File: config.mk
export PLATFORM = sky130hd
export DESIGN_NAME = register_file
export DESIGN_NICKNAME = d
export VERILOG_FILES = /design/src/rtl/register_file.sv
export SDC_FILE = /design/constraint.sdc
export NUM_CORES = 2
export LEC_CHECK = 0
export ABC_AREA = 1
export CAP_MARGIN = 20
export CORE_ASPECT_RATIO = 0.75
export CORE_UTILIZATION = 30
export DETAILED_ROUTE_END_ITERATION = 8
export SETUP_SLACK_MARGIN = 0.3
export SLEW_MARGIN = 20
export SYNTH_ARGS = -nofsm -noshare
export SYNTH_HDL_FRONTEND = slang
export SYNTH_SLANG_ARGS = --single-unit
File: constraint.sdc
create_clock -name clk -period 1.8 [get_ports clk]
set_input_delay 0.36 -clock clk [delete_from_list [all_inputs] [get_ports clk]]
set_output_delay 0.36 -clock clk [all_outputs]
set_load 0.03 [all_outputs]
File: src/rtl/register_file.sv
// 32 x 32 MIPS general-purpose register file: two asynchronous read ports,
// one synchronous write port, register 0 hardwired to zero.
module register_file #(
  parameter int unsigned DATA_WIDTH = 32,
  parameter int unsigned ADDR_WIDTH = 5,
  parameter int unsigned NUM_REGS   = 32
) (
  input  logic                  clk,
  input  logic                  rst_n,
  input  logic [ADDR_WIDTH-1:0] ReadReg1,
  input  logic [ADDR_WIDTH-1:0] ReadReg2,
  input  logic [ADDR_WIDTH-1:0] WriteReg,
  input  logic [DATA_WIDTH-1:0] WriteData,
  input  logic                  RegWrite,
  output logic [DATA_WIDTH-1:0] ReadData1,
  output logic [DATA_WIDTH-1:0] ReadData2
);

  logic [DATA_WIDTH-1:0] regs_q [NUM_REGS];
  logic [DATA_WIDTH-1:0] regs_d [NUM_REGS];

  // Next-state: single write port; writes to register 0 are dropped.
  always_comb begin
    regs_d = regs_q;
    if (RegWrite && (WriteReg != '0)) begin
      regs_d[WriteReg] = WriteData;
    end
    regs_d[0] = '0;
  end

  always_ff @(posedge clk or negedge rst_n) begin
    if (!rst_n) begin
      regs_q <= '{default: '0};
    end else begin
      regs_q <= regs_d;
    end
  end

  // Reads see the stored array only; no bypass of WriteData.
  always_comb begin
    ReadData1 = (ReadReg1 == '0) ? '0 : regs_q[ReadReg1];
    ReadData2 = (ReadReg2 == '0) ? '0 : regs_q[ReadReg2];
  end

endmodule

# Yosys cells after proc, flatten, opt, wreduce, memory -nomap -nowiden
# Cells that the tools add are included.
# Widths: inputs -> output; s select.
[op_classes]
n_lt_le_gt_ge = 4
n_bitwise = 3
n_eq_ne = 0
muxes = 11
reduce_logical = 5
div = 0
addsub = 0
mul = 0
shift = 0
[ops]
columns = ["operator", "count"]
rows = [
  ["$bwmux 1024", 1],
  ["$bmux 32 s5", 2],
  ["$mux 32", 7],
  ["$demux 32 s5", 1],
  ["$ge 6x6->1 const B", 3],
  ["$not 5->6", 3],
  ["$logic_not 5->1", 2],
  ["$lt 6x1->1 const B", 1],
  ["$reduce_bool 5->1", 1],
  ["$logic_and 1x1->1", 2],
]
[totals]
input_bits = 50
elab_cells = 54
mem_bits_rw = 0
out_inout_bits = 64
latchBits = 0
register_bits = 992
mem_count = 0
romBits = 0

# Longest topological paths before layout
[depth]
word_depth = 6
depth_mapped = 14
depth_no_buf = 11

# Worst setup path before layout
# No wires, ideal clock.
[synth_path]
path_type = "input port to output port"
startpoint = "in ReadReg2[0]"
endpoint = "out ReadData2[27]"
t_arrival_ps = 1736
path_buffers = 3
required_ps = 1440
slack_ps = -296
stages = 14
cell_sequence = "buf_2 -> inv_2 -> clkbuf_1 -> clkbuf_1 -> nand2_1 -> nand2_1 -> nand2_1 -> nand2_1 -> nand2_1 -> nand2_1 -> inv_1 -> nand2_1 -> nand2_1 -> nand2_1"
[synth_via]
elab_chain_len = 5
elab_cells_between_ends = 6
cone_classes = "mux (4); bitwise (1); reduce/logical (1)"
[synth_lines]
columns = ["item", "line", "source"]
rows = [
  ["start, declared", "11", "input logic [ADDR_WIDTH-1:0] ReadReg2,"],
  ["$not 5->6 (implied by the code)", "42", "ReadData2 = (ReadReg2 == '0) ? '0 : regs_q[ReadReg2];"],
  ["$bmux 32 s5", "42", ""],
  ["$mux 32 (implied by the code) (2 in a row)", "42", ""],
  ["$mux 32 *", "42", ""],
  ["end, declared", "16", "output logic [DATA_WIDTH-1:0] ReadData2"],
]
# Mark *: on every way between the ends. The rest lies on a longest branch, timed or not. The select of a mux whose other input is x is not followed.

# Worst setup path in the final report
[layout_path]
startpoint = "reg regs_q[917] (netlist name)"
endpoint = "out ReadData2[21]"
[layout_via]
elab_chain_len = 4
[layout_lines]
columns = ["item", "line", "source"]
rows = [
  ["start, declared", "19", "logic [DATA_WIDTH-1:0] regs_q [NUM_REGS];"],
  ["start signal, assigned", "35", "regs_q <= regs_d;"],
  ["$bmux 32 s5", "42", ""],
  ["$mux 32 (implied by the code) (2 in a row)", "42", ""],
  ["$mux 32", "42", ""],
]
# No other way between the ends. The select of a mux whose other input is x is not followed.

==> out/results.ini <==
[status]
violations=setup timing
outcome=complete, but fails checks

[sta]
slew_violations=0
fin_ws_ns=-0.5599
period_needed_ns=2.360
fin_worst_skew_ns=0
worst_hold_slack_ns=0.1100
relSlewSlack_pct=44.00
finalSetupViolCount=64
final.period_utilization_pct=131.1
finalHoldViolCount=0
worstMarginPinSlew_ns=0.8390
setup_tns_ns=-30.87
rsz0062_at_grt=yes
max_freq_ghz=0.4237

[setup_path]
arrival_ns=2.00
critical_path_peak_fanout=2
reg2reg_depth=4
critPathKind=flip-flop to output pin
endpoint_kind=output pin
critPathLaunchType=flip-flop
cp_data_required_time_ns=1.44

[cells_and_area]
final_common_cell=nand2_1
final_util_pct=39.34
largest-register=regs_q
n_fill_cell=19360
nets=9171
largest_reg_flops=992
mostFrequentLayoutCells=3571 x nand2_1, 992 x dfrtp_1, 968 x nand3_1, 924 x o21ai_0, 725 x inv_1
reg_top3=regs_q (992)
syn2layout_area_growth_pct=29.64
layout.cells.non_filler=11730
drive_above_1_share_pct=17.08

[pwr]
power.density_cell_area_mw_per_mm2=971.3
leakage_nw=37.14
comb_power_share_pct=25.8
p_sw_share_pct=33.79
pwr-share-clk_pct=32.9
p_switching_mw=24.45
p_int_mw=47.92
ir_worst_vdd_mv=0.7738
power_frac_seq_pct=41.3

[die]
die-width_um=507.4
die_h_um=381.1
core_area_mm2=0.1894
dieArea_mm2=0.1934
fp-row-count=138
io-pin-count=114
start_util_pct=30.34

[route]
drc=0
drt_iter0_drc=7810
vias=61650
first_pass_iters=8
totalWireLength_mm=247.7
wl_per_cell_um=21.12
antenna_left=0
avgViaCountPerCell=5.258

[clock_tree]
path_clk_slew_ns=0.06
cts_buffers=101
cts_tree=built
cts_root_buf=clkbuf_16
cts.path.max_buffers=3
clk_latency_ns=0.74
h-tree-depth=3
cts_sinks=992

[synthesis]
yosys_warnings=0
synth_nets=8902
synth_compound_area_share_pct=10.22
synth_xor_area_share_pct=0
avgSynthCellArea_um2=6.493
yosys.area_share.simple_pct=36.56
synth_area_mm2=0.05748
synth.area.mux_share_pct=0
syn_inst=8852
synth_top_family_by_area=simple AND/OR/NAND/NOR gates
ys_seq_elements=992
seq_area_frac_synth_pct=43.19
ys_types=20
synthAdderAreaFrac_pct=0

[grt]
antenna_found_initial=3
grt-ovfl-total=0
grt_pass1_vias=57840
grt_pass1_wl_mm=369.6
grt_max_degree=78
grt_util_all_layers_pct=24.90

[placed_design]
io_buffers=113
post-place-cells=11420
gp_congestion=0.9154
dp_hpwl_mm=161.0
pre_cts_slack_ns=-0.5135

[min_path]
hold_path_class=input pin to asynchronous set/reset pin

[job]
max_cap_viol_count=0

layer usage:
layer | routed length, um | track usage (%)
met3 | 26300 | 4.834
met1 | 104300 | 34.53
met2 | 106200 | 37.80
met5 | 47 | 0
met4 | 10870 | 9.984
power groups by stage:
stage               clock [mW]  sequential (mW)  combinational, mW
floorplan                    0             29.1               11.0
global placement             0             29.9               16.7
detailed placement           0             30.0               17.1
CTS                       24.0             29.7               17.6
global route              24.8             30.3               20.9
finish                    23.8             29.9               18.7
cell type report:
class | count | area [um2] | area share, %
diodes | 1 | 2.502 | 0.003358
multi-input cells | 6354 | 29070 | 39.02
flip-flops and latches | 992 | 24820 | 33.32
well taps | 2520 | 3153 | 4.232
clock inverters | 51 | 715.7 | 0.9605
clock buffers | 135 | 2899 | 3.891
inverters | 849 | 3234 | 4.341
repair buffers | 823 | 10610 | 14.24
metrics by stage:
step	power [mW]	cell area, um2
global placement	46.58	68410
CTS	71.28	72960
detailed placement	47.06	68410
finish	72.37	74510
global route	76.08	74510
floorplan	40.11	58970
cell usage after synthesis:
| master | instances | area share (%) |
|---|---|---|
| inv_1 | 836 | 5.5 |
| nand2_1 | 3839 | 25 |
| nor2_1 | 165 | 1.1 |
| nor2_4 | 3 | 0.059 |
| buf_2 | 60 | 0.52 |
| inv_2 | 11 | 0.072 |
| nand2_2 | 5 | 0.054 |
| buf_4 | 9 | 0.12 |
| nand3_1 | 1156 | 10 |
| o21ai_0 | 939 | 8.2 |
| dfrtp_1 | 992 | 43 |
| nor3_2 | 9 | 0.16 |
| o21ai_1 | 72 | 0.63 |
| nor3_4 | 1 | 0.028 |
| nor2_2 | 1 | 0.011 |
| clkbuf_1 | 516 | 3.4 |
| nor4_4 | 1 | 0.037 |
| clkinv_1 | 2 | 0.013 |
| buf_1 | 72 | 0.47 |
| a21oi_1 | 163 | 1.4 |
cells by family after synthesis:
group | count (synthesis)
buffers and inverters | 1506
flip-flops | 992
AO/OA/AOI/OAI | 1174
AND/OR/NAND/NOR | 5180
critical path, stage by stage, from the launching register on:
cell     delay (ns)
dfrtp_1        0.39
inv_1          0.07
nand2_1        0.05
nand3_1        0.10
nand2_1        0.06
nand2_1        0.07
nand2_1        0.06
inv_1          0.05
nand2_1        0.06
nand2_1        0.10
nand2_4        0.10
buf_12         0.15
worst paths after layout:
check	start	end	slack [ns]
worst min register to register	regs_q[955]	regs_q[955]	0.49
worst max register to register	regs_q[774]	regs_q[774]	0.89
worst max-delay path	regs_q[917]	ReadData2[21]	-0.56
worst min-delay path	rst_n	regs_q[135]	0.11
max in group asynchronous	rst_n	regs_q[311]	0.79
min in group clk	WriteData[4]	regs_q[516]	0.37
what timing repair did:
| item | in CTS | in global routing |
|---|---|---|
| gates cloned | 0 | 2 |
| pin swaps | 202 | 281 |
| hold buffers | 1 | 0 |
| resized for setup | 236 | 281 |
| hold endpoints to repair | 322 | 0 |
| setup endpoints to repair | 78 | 104 |
| buffers inserted | 25 | 88 |
Power figures use the tool's default switching activity.
==> variant (config.mk and constraints unchanged) <==
Make the reset (`rst_n`) synchronous in one clocked block. Comments in the files are not updated.
--- a/src/rtl/register_file.sv
+++ b/src/rtl/register_file.sv
@@ -30,3 +30,3 @@
 
-  always_ff @(posedge clk or negedge rst_n) begin
+  always_ff @(posedge clk) begin
     if (!rst_n) begin
Formal check against the unedited RTL: not equivalent (Yosys sat finds a counterexample within 4 cycles, from zero or initial values and one cycle with rst_n low; the reset may be asserted at any time).
==> variant against the unedited design <==
  * Largest cell class unchanged
  * Combinational power decreased by 48%
  * Die area decreased by 4.6%
  * The flow still finishes with violations (negative setup slack)
  * Worst hold slack got worse by 0.077 ns
  * Highest routed layer unchanged
  * Sequential cell count unchanged
  * Final area decreased by 3.0%
  * Power decreased by 25%
  * Sequential power decreased by 25%
  * Setup slack got worse by 0.0080 ns
  * Wire length increased by 7.1%
  * Via count increased by 5.0%
  * Area after synthesis decreased by 4.6%
==> variant: results (changes against the unedited design) <==
| Metric | Value |
|---|---|
| Fillers | `18,670 (-3.6%)` |
| Diodes inserted | `2 (+1)` |
| CP max stage delay | `0.18 ns (-0.21 ns)` |
| Clock network contribution to total cell area | `4.59% (-0.26 points)` |
| Multi-input combinational area share | `44.0% (+5.0 points)` |
| Final WS setup | `-0.568 ns (-0.00802 ns)` |
| DR vias/cell | `5.46 (+3.8%)` |
| Clk network pwr share | `40.8% (+7.9 points)` |
| Crit-path leading delay family | `buffers and inverters` |
| Register area share after synthesis | `36.2% (-7.0 points)` |
| Status | `finished with violations` |
| Multi-input combinational gate total | `6,749 (+6.2%)` |
| Share of cells above drive strength 1 | `22.7% (+5.6 points)` |
| Syn Area/Cell | `5.92 sq um (-8.8%)` |
| Crit-path max FO | `8 (+6)` |
| Total global-route track usage | `27.0% (+2.1 points)` |
| Worst vdd ir | `0.000653 V (-16%)` |
| Routed vias | `64,753 (+5.0%)` |
| Mapped Cells | `9,252 (+4.5%)` |
| Failing checks | `negative setup slack` |
| Non-clk bufs | `817 (-0.73%)` |
| Non-clk invs | `731 (-14%)` |
| CTS Buf Count | `98 (-3.0%)` |
| CLK BUF | `138 (+2.2%)` |
| Crit path max-delay cell type | `buf_16` |
| Most used DFF post-synth | `dfxtp_1` |
| Setup violators final | `65 (+1.6%)` |
| Hpwl dp | `168,000 um (+4.2%)` |
| Largest cells by area after synthesis | `dfxtp_1 (36%), nand2_1 (21%), o21ai_0 (9.2%)` |
| Metal1 wirelength | `110,000 um (+5.8%)` |
| Most frequent cells after synthesis | `nand2_1 (3,066), o21ai_0 (1,010), dfxtp_1 (992)` |
| Crit path capture | `ReadData1[28]` |
| Largest net degree at the start of global routing | `103 (+32%)` |
| P_sw | `16.2 mW (-34%)` |
| DR WL met3 | `35,700 um (+36%)` |
variant: worst reg2reg max path, stage by stage (launching register included):
cell	delay (ns)
dfxtp_2	0.34
inv_2	0.05
buf_6	0.11
buf_6	0.11
buf_6	0.11
buf_6	0.10
buf_6	0.10
buf_6	0.10
buf_6	0.10
buf_6	0.10
buf_6	0.11
buf_6	0.10
buf_6	0.10
buf_6	0.10
buf_6	0.10
buf_6	0.10
buf_6	0.10
a21oi_2	0.12
variant: kinds of logic after synthesis:
family,after synthesis,synth area share (%)
and+or+nand+nor,4939,36.1
buffers and inverters,1511,11.1
DFF,992,36.2
AOI/OAI and AO/OA,1810,16.5
variant: what timing repair did:
action                                  in CTS  in global routing
gates resized for setup                    754                587
buffers inserted                            65                 38
hold buffers                                 0                  0
pin swaps                                  287                312
hold endpoints to repair                     0                  0
endpoints found under the setup margin     105                306
cloned                                      13                 17
